## config.mk

```make
export PLATFORM = sky130hd
export DESIGN_NAME = mem_arbiter
export DESIGN_NICKNAME = d
export VERILOG_FILES = /design/src/rtl/mem_arbiter.sv
export SDC_FILE = /design/constraint.sdc
export NUM_CORES = 1
export LEC_CHECK = 0
export ABC_AREA = 1
export BUFFER_PORTS_ARGS = -buffer_cell sky130_fd_sc_hd__buf_2
export CAP_MARGIN = 15
export CORE_ASPECT_RATIO = 1.1
export CORE_MARGIN = 1
export CORE_UTILIZATION = 48
export CTS_CLUSTER_SIZE = 8
export DETAILED_ROUTE_END_ITERATION = 10
export GPL_ROUTABILITY_DRIVEN = 0
export PLACE_DENSITY = 0.92
export SETUP_SLACK_MARGIN = 0.5
export SYNTH_ARGS = -nofsm -noshare
export SYNTH_HDL_FRONTEND = slang
export SYNTH_SLANG_ARGS = --single-unit
```

## constraint.sdc

```tcl
create_clock -name clk -period 1.96 [get_ports clk]
set_input_delay 0.294 -clock clk [delete_from_list [all_inputs] [get_ports clk]]
set_output_delay 0.294 -clock clk [all_outputs]
set_load 0.01 [all_outputs]
```

## src/rtl/mem_arbiter.sv

```systemverilog
// mem_arbiter: arbitrates fetch and load/store ports onto one memory with a one-cycle registered read.
// Define MEM_ARB_RR_EN for round-robin arbitration; otherwise data has fixed priority over fetch.
module mem_arbiter #(
  parameter int mem_width = 32,
  parameter int mem_depth = 1024
) (
  input  logic                 clk,
  input  logic                 rst_n,
  input  logic                 f_req,
  input  logic [31:0]          f_addr,
  output logic                 f_gnt,
  output logic                 f_rvalid,
  output logic [31:0]          f_rdata,
  output logic                 f_err,
  input  logic                 d_req,
  input  logic                 d_we,
  input  logic [31:0]          d_addr,
  input  logic [1:0]           d_size,
  input  logic                 d_unsigned,
  input  logic [31:0]          d_wdata,
  output logic                 d_gnt,
  output logic                 d_rvalid,
  output logic [31:0]          d_rdata,
  output logic                 d_err,
  output logic                 mem_r_en,
  output logic [mem_width-1:0] mem_r_addr,
  output logic                 mem_w_en,
  output logic [mem_width-3:0] mem_w_addr,
  output logic [mem_width-1:0] mem_w_data,
  output logic [3:0]           mem_w_mask,
  input  logic [mem_width-1:0] mem_r_data
);

  typedef enum logic [1:0] {IDLE = 2'd0, ACCESS = 2'd1, RESP = 2'd2} state_t;

  state_t                 state_q, state_d;
  logic                   cmd_fetch_q, cmd_fetch_d;
  logic                   cmd_we_q, cmd_we_d;
  logic [1:0]             cmd_size_q, cmd_size_d;
  logic                   cmd_uns_q, cmd_uns_d;
  logic [1:0]             cmd_off_q, cmd_off_d;
  logic                   cmd_err_q, cmd_err_d;
  logic                   mem_r_en_q, mem_r_en_d;
  logic [mem_width-1:0]   mem_r_addr_q, mem_r_addr_d;
  logic                   mem_w_en_q, mem_w_en_d;
  logic [mem_width-3:0]   mem_w_addr_q, mem_w_addr_d;
  logic [mem_width-1:0]   mem_w_data_q, mem_w_data_d;
  logic [3:0]             mem_w_mask_q, mem_w_mask_d;
  logic                   f_rvalid_q, f_rvalid_d, f_err_q, f_err_d;
  logic                   d_rvalid_q, d_rvalid_d, d_err_q, d_err_d;
  logic [31:0]            f_rdata_q, f_rdata_d, d_rdata_q, d_rdata_d;

  logic                   grant_s, pick_data_s, legal_s, align_ok_s, range_ok_s, sel_we_s;
  logic [31:0]            sel_addr_s;
  logic [1:0]             sel_size_s;
  logic [31:0]            st_data_s;
  logic [3:0]             st_mask_s;
  logic [7:0]             lane_b_s;
  logic [15:0]            lane_h_s;
  logic [31:0]            fmt_s, resp_data_s;

  assign grant_s = (state_q == IDLE) && (f_req || d_req);

`ifdef MEM_ARB_RR_EN
  logic last_fetch_q, last_fetch_d;

  // Round-robin pick: on contention the port not granted last wins
  always_comb begin
    pick_data_s = d_req && (!f_req || last_fetch_q);
    if (grant_s) begin
      last_fetch_d = !pick_data_s;
    end else begin
      last_fetch_d = last_fetch_q;
    end
  end

  // Round-robin pointer register
  always_ff @(posedge clk or negedge rst_n) begin
    if (!rst_n) begin
      last_fetch_q <= 1'b1;
    end else begin
      last_fetch_q <= last_fetch_d;
    end
  end
`else
  assign pick_data_s = d_req;
`endif

  // Gated by rst_n so no grant is visible while reset is held
  assign d_gnt = rst_n & grant_s & pick_data_s;
  assign f_gnt = rst_n & grant_s & ~pick_data_s;

  // Winning request and its legality; fetches behave as aligned word reads
  always_comb begin
    sel_addr_s = pick_data_s ? d_addr : f_addr;
    sel_size_s = pick_data_s ? d_size : 2'd2;
    sel_we_s   = pick_data_s & d_we;
    range_ok_s = ({2'b00, sel_addr_s[31:2]} < 32'(mem_depth));
    case (sel_size_s)
      2'd0:    align_ok_s = 1'b1;
      2'd1:    align_ok_s = ~sel_addr_s[0];
      2'd2:    align_ok_s = (sel_addr_s[1:0] == 2'b00);
      default: align_ok_s = 1'b0;
    endcase
    legal_s = range_ok_s & align_ok_s;
  end

  // Store lane replication and byte mask
  always_comb begin
    case (d_size)
      2'd0: begin
        st_data_s = {4{d_wdata[7:0]}};
        st_mask_s = 4'b0001 << d_addr[1:0];
      end
      2'd1: begin
        st_data_s = {2{d_wdata[15:0]}};
        st_mask_s = 4'b0011 << {d_addr[1], 1'b0};
      end
      default: begin
        st_data_s = d_wdata;
        st_mask_s = 4'b1111;
      end
    endcase
  end

  // Load lane extraction and sign/zero extension
  always_comb begin
    case (cmd_off_q)
      2'd0:    lane_b_s = mem_r_data[7:0];
      2'd1:    lane_b_s = mem_r_data[15:8];
      2'd2:    lane_b_s = mem_r_data[23:16];
      default: lane_b_s = mem_r_data[31:24];
    endcase
    lane_h_s = cmd_off_q[1] ? mem_r_data[31:16] : mem_r_data[15:0];
    case (cmd_size_q)
      2'd0:    fmt_s = cmd_uns_q ? {24'd0, lane_b_s} : {{24{lane_b_s[7]}}, lane_b_s};
      2'd1:    fmt_s = cmd_uns_q ? {16'd0, lane_h_s} : {{16{lane_h_s[15]}}, lane_h_s};
      default: fmt_s = mem_r_data;
    endcase
    resp_data_s = (cmd_err_q || cmd_we_q) ? 32'd0 : fmt_s;
  end

  // Next state; the memory command registers are only loaded on a grant, so they live for exactly the ACCESS cycle
  always_comb begin
    state_d      = state_q;
    cmd_fetch_d  = cmd_fetch_q;
    cmd_we_d     = cmd_we_q;
    cmd_size_d   = cmd_size_q;
    cmd_uns_d    = cmd_uns_q;
    cmd_off_d    = cmd_off_q;
    cmd_err_d    = cmd_err_q;
    mem_r_en_d   = 1'b0;
    mem_r_addr_d = '0;
    mem_w_en_d   = 1'b0;
    mem_w_addr_d = '0;
    mem_w_data_d = '0;
    mem_w_mask_d = 4'b0000;
    f_rvalid_d   = 1'b0;
    f_rdata_d    = f_rdata_q;
    f_err_d      = f_err_q;
    d_rvalid_d   = 1'b0;
    d_rdata_d    = d_rdata_q;
    d_err_d      = d_err_q;
    case (state_q)
      IDLE: begin
        if (grant_s) begin
          state_d     = ACCESS;
          cmd_fetch_d = ~pick_data_s;
          cmd_we_d    = sel_we_s;
          cmd_size_d  = sel_size_s;
          cmd_uns_d   = pick_data_s & d_unsigned;
          cmd_off_d   = sel_addr_s[1:0];
          cmd_err_d   = ~legal_s;
          if (legal_s && sel_we_s) begin
            mem_w_en_d   = 1'b1;
            mem_w_addr_d = sel_addr_s[31:2];
            mem_w_data_d = st_data_s;
            mem_w_mask_d = st_mask_s;
          end else if (legal_s) begin
            mem_r_en_d   = 1'b1;
            mem_r_addr_d = mem_width'(sel_addr_s[31:2]);
          end else begin
            mem_r_en_d   = 1'b0;
          end
        end else begin
          state_d = IDLE;
        end
      end
      ACCESS: state_d = RESP;
      RESP: begin
        state_d = IDLE;
        if (cmd_fetch_q) begin
          f_rvalid_d = 1'b1;
          f_rdata_d  = resp_data_s;
          f_err_d    = cmd_err_q;
        end else begin
          d_rvalid_d = 1'b1;
          d_rdata_d  = resp_data_s;
          d_err_d    = cmd_err_q;
        end
      end
      default: state_d = IDLE;
    endcase
  end

  // State, command and output registers
  always_ff @(posedge clk or negedge rst_n) begin
    if (!rst_n) begin
      state_q      <= IDLE;
      cmd_fetch_q  <= 1'b0;
      cmd_we_q     <= 1'b0;
      cmd_size_q   <= 2'd0;
      cmd_uns_q    <= 1'b0;
      cmd_off_q    <= 2'd0;
      cmd_err_q    <= 1'b0;
      mem_r_en_q   <= 1'b0;
      mem_r_addr_q <= '0;
      mem_w_en_q   <= 1'b0;
      mem_w_addr_q <= '0;
      mem_w_data_q <= '0;
      mem_w_mask_q <= 4'b0000;
      f_rvalid_q   <= 1'b0;
      f_rdata_q    <= 32'd0;
      f_err_q      <= 1'b0;
      d_rvalid_q   <= 1'b0;
      d_rdata_q    <= 32'd0;
      d_err_q      <= 1'b0;
    end else begin
      state_q      <= state_d;
      cmd_fetch_q  <= cmd_fetch_d;
      cmd_we_q     <= cmd_we_d;
      cmd_size_q   <= cmd_size_d;
      cmd_uns_q    <= cmd_uns_d;
      cmd_off_q    <= cmd_off_d;
      cmd_err_q    <= cmd_err_d;
      mem_r_en_q   <= mem_r_en_d;
      mem_r_addr_q <= mem_r_addr_d;
      mem_w_en_q   <= mem_w_en_d;
      mem_w_addr_q <= mem_w_addr_d;
      mem_w_data_q <= mem_w_data_d;
      mem_w_mask_q <= mem_w_mask_d;
      f_rvalid_q   <= f_rvalid_d;
      f_rdata_q    <= f_rdata_d;
      f_err_q      <= f_err_d;
      d_rvalid_q   <= d_rvalid_d;
      d_rdata_q    <= d_rdata_d;
      d_err_q      <= d_err_d;
    end
  end

  assign mem_r_en   = mem_r_en_q;
  assign mem_r_addr = mem_r_addr_q;
  assign mem_w_en   = mem_w_en_q;
  assign mem_w_addr = mem_w_addr_q;
  assign mem_w_data = mem_w_data_q;
  assign mem_w_mask = mem_w_mask_q;
  assign f_rvalid   = f_rvalid_q;
  assign f_rdata    = f_rdata_q;
  assign f_err      = f_err_q;
  assign d_rvalid   = d_rvalid_q;
  assign d_rdata    = d_rdata_q;
  assign d_err      = d_err_q;

endmodule
```

==> flow_metrics.tcl <==
set metrics [dict create \
    outcome "finished with violations" \
    failed_checks "hold timing" \
    setup_viol 0 \
    netlist_top_cells_area "dfrtp_1 61%, nand2_1 13%, nor2_1 3.2%" \
    vdd_ir_drop_max_v 0.000589 \
    finalSetupTns_ps 0 \
    syn_area_per_cell_um2 9.20 \
    min_period_ps 1800 \
    cp_slowest_cell "dfrtp_1" \
    viasPerCell 5.19 \
    hp-class "input port to async pin" \
    rsz0062_at_grt "true" \
    portBuffers 303 \
    critPathKind "flop to output pin" \
    drv_cap 0 \
    grt_pass1_wl_um 34400 \
    cts-root-buf "clkbuf_16" \
    antenna_found_initial 2 \
    numCtsBuffers 17 \
    routed-wl-met3_um 1790 \
    finalClockSkew_ps 8.46 \
    start_util_pct 49.8 \
    floorplan.die_area_um2 15600 \
    dp.cells 1306 \
    synth_top_area_cell "dfrtp_1" \
    drtPass1Iterations 5 \
    clkTransAtPathRegs_ps 70 \
    worstPathRequired_ps 1670 \
    clk_latency_ps 420 \
    slew_violations 0 \
    finalWirelength_um 23500 \
    synth_warnings 0 \
    met2_wirelength_um 12500 \
    cpPeakStageDelay_ps 420 \
    clkSinkCount 176 \
    tritoncts "done" \
    clockBufferDepth 2 \
    drt-met1-wl_um 8390 \
    synth-main-ff-cell "dfrtp_1" \
    grt_max_degree 115 \
    worst_setup_path_start_kind "flop" \
    coreArea_um2 14600 \
    drive_above_1_share_pct 43.1 \
    finalNonFillerCells 1376 \
    fp.dieH_um 131 \
    ys_seq_area_share_pct 60.8 \
    worst_ep_arrival_time_ps 1510 \
    power_mw 11.8 \
    area_growth_pct 50.3 \
    grt_pass1_vias 6764 \
    ant_nets 0 \
    drtIter0Drc 659 \
    whs_ps -58.3 \
    syn_inst 788 \
    min_period_over_period_pct 92.0 \
    die_w_um 119 \
    synth_cell_types 30 \
    crit_path_end_kind "output pin" \
    layout_commonest_cell "buf_2" \
    path_max_fanout 3 \
    vias 7145 \
    synth.top_cell.area_share_pct 60.8 \
    fmax_mhz 555 \
    grt-ovfl-total 0 \
    async_flop_share_pct 100 \
    ys_seq_elements 176 \
    most-common-layout-cells "301 x buf_2, 237 x nand2_1, 174 x dfrtp_1" \
    antennaDiodeCount 0 \
    wire_per_inst_um 17.0 \
    place_hpwl_um 15700 \
    postCtsHoldBufs 0 \
    hold_viol 28 \
    tightest_slew_ps 756 \
    nNetsFinal 1308 \
    synth_edf_count 0 \
    path_cells "nor2_4, buf_4, buf_6, nand2_4, nor2_2, buf_2" \
    syn_area_um2 7250 \
    highest_layer "met5" \
    ioPinCount 306 \
    power.density_nw_per_um2 1080 \
    htreeDepth 4 \
    power_leakage_nw 6.11 \
    drc 0 \
    slew-limit-headroom_pct 49.6 \
    track_usage_pct 29.2 \
    rows 46 \
]
[cells in the mapped netlist, types with 6 or more instances]
cell type,instances
nand3_1,30
nor2_1,62
o21ai_0,31
o211ai_1,17
nor2_2,29
mux2i_1,13
o22ai_1,7
inv_1,48
a21oi_1,16
or2_2,8
nor3_1,6
nand2_1,253
nand4_1,33
dfrtp_1,176
clkbuf_1,27
[metrics by stage]
stage                     hold WS (ps)  worst slack [ps]  util, %  cell area [um^2]
final                            -58.3               157     74.8             10900
after global routing              23.4              88.3     74.8             10900
after CTS                         3.79               159     71.4             10400
after detailed placement           450              86.6     63.2              9200
after global placement             432               220     63.2              9200
after floorplan                  -1.59               401        -              7460
[where the power goes]
| part | switching [mW] | internal (mW) | leakage, nW |
|---|---|---|---|
| logic | 2.49 | 1.91 | 3.51 |
| clock network | 1.45 | 1.68 | 0.260 |
| registers | 0.261 | 4.00 | 2.34 |
| total | 4.21 | 7.59 | 6.11 |
[final cells by class]
type / instances / area (um^2)
timing repair buffer: 365 / 2320
clock buffer: 19 / 443
inverter: 51 / 206
fill: 1004 / 3670
tap: 192 / 240
clock inverter: 12 / 103
sequential: 176 / 4410
multi-input combinational: 561 / 3180
[layer usage]
layer  GRT usage [%]  up-vias
li1                -     3272
met2            52.8      409
met1            32.6     3391
met5               0        -
met3            7.51       69
met4            13.3        4
[worst max-delay path, delay by kind of cell (launching register included)]
family / cells / cell delay (ps)
flip-flops: 1 / 420
buffers and inverters: 3 / 360
AND/OR/NAND/NOR: 3 / 300
[registers in the layout, indices dropped and copies added (netlist names)]
register and count:
f_err 1, d_rdata 32, cmd_we_q 1, mem_w_addr 30
cmd_err_q 1, d_err 1, cmd_size_q 2, mem_w_data 32
cmd_fetch_q 1, mem_r_en 1, d_rvalid 1, f_rvalid 1
state_q 2, cmd_uns_q 1, cmd_off_q 2, mem_w_mask 4
mem_w_en 1, f_rdata 32, mem_r_addr 30
[repair_timing]
item | CTS | global route
hold endpoints to repair | 0 | 0
setup buffers | 25 | 6
endpoints found under the setup margin | 122 | 127
gates cloned | 7 | 1
resized for setup | 85 | 103
pin swaps | 22 | 29
[final timing paths]
path                             endpoint          from  depth (start not counted)  slack [ps]
max                                 d_gnt    state_q[1]                          6         160
min                            f_rdata[3]         rst_n                          2         -60
max reg2reg                   f_rdata[17]  cmd_off_q[1]                          8         260
min reg2reg                   d_rdata[31]   d_rdata[31]                          2         470
max in group asynchronous   mem_w_addr[7]         rst_n                          2        1400
min in group clk           mem_w_data[12]   d_wdata[12]                          3         130
[cell families after synthesis]
family | share of synthesized area, %
simple gates | 25.4
flops | 60.8
other cells | 0.0517
mux | 1.79
buf+inv | 5.76
compound gates | 6.25
(Power assumes the default switching activity.)
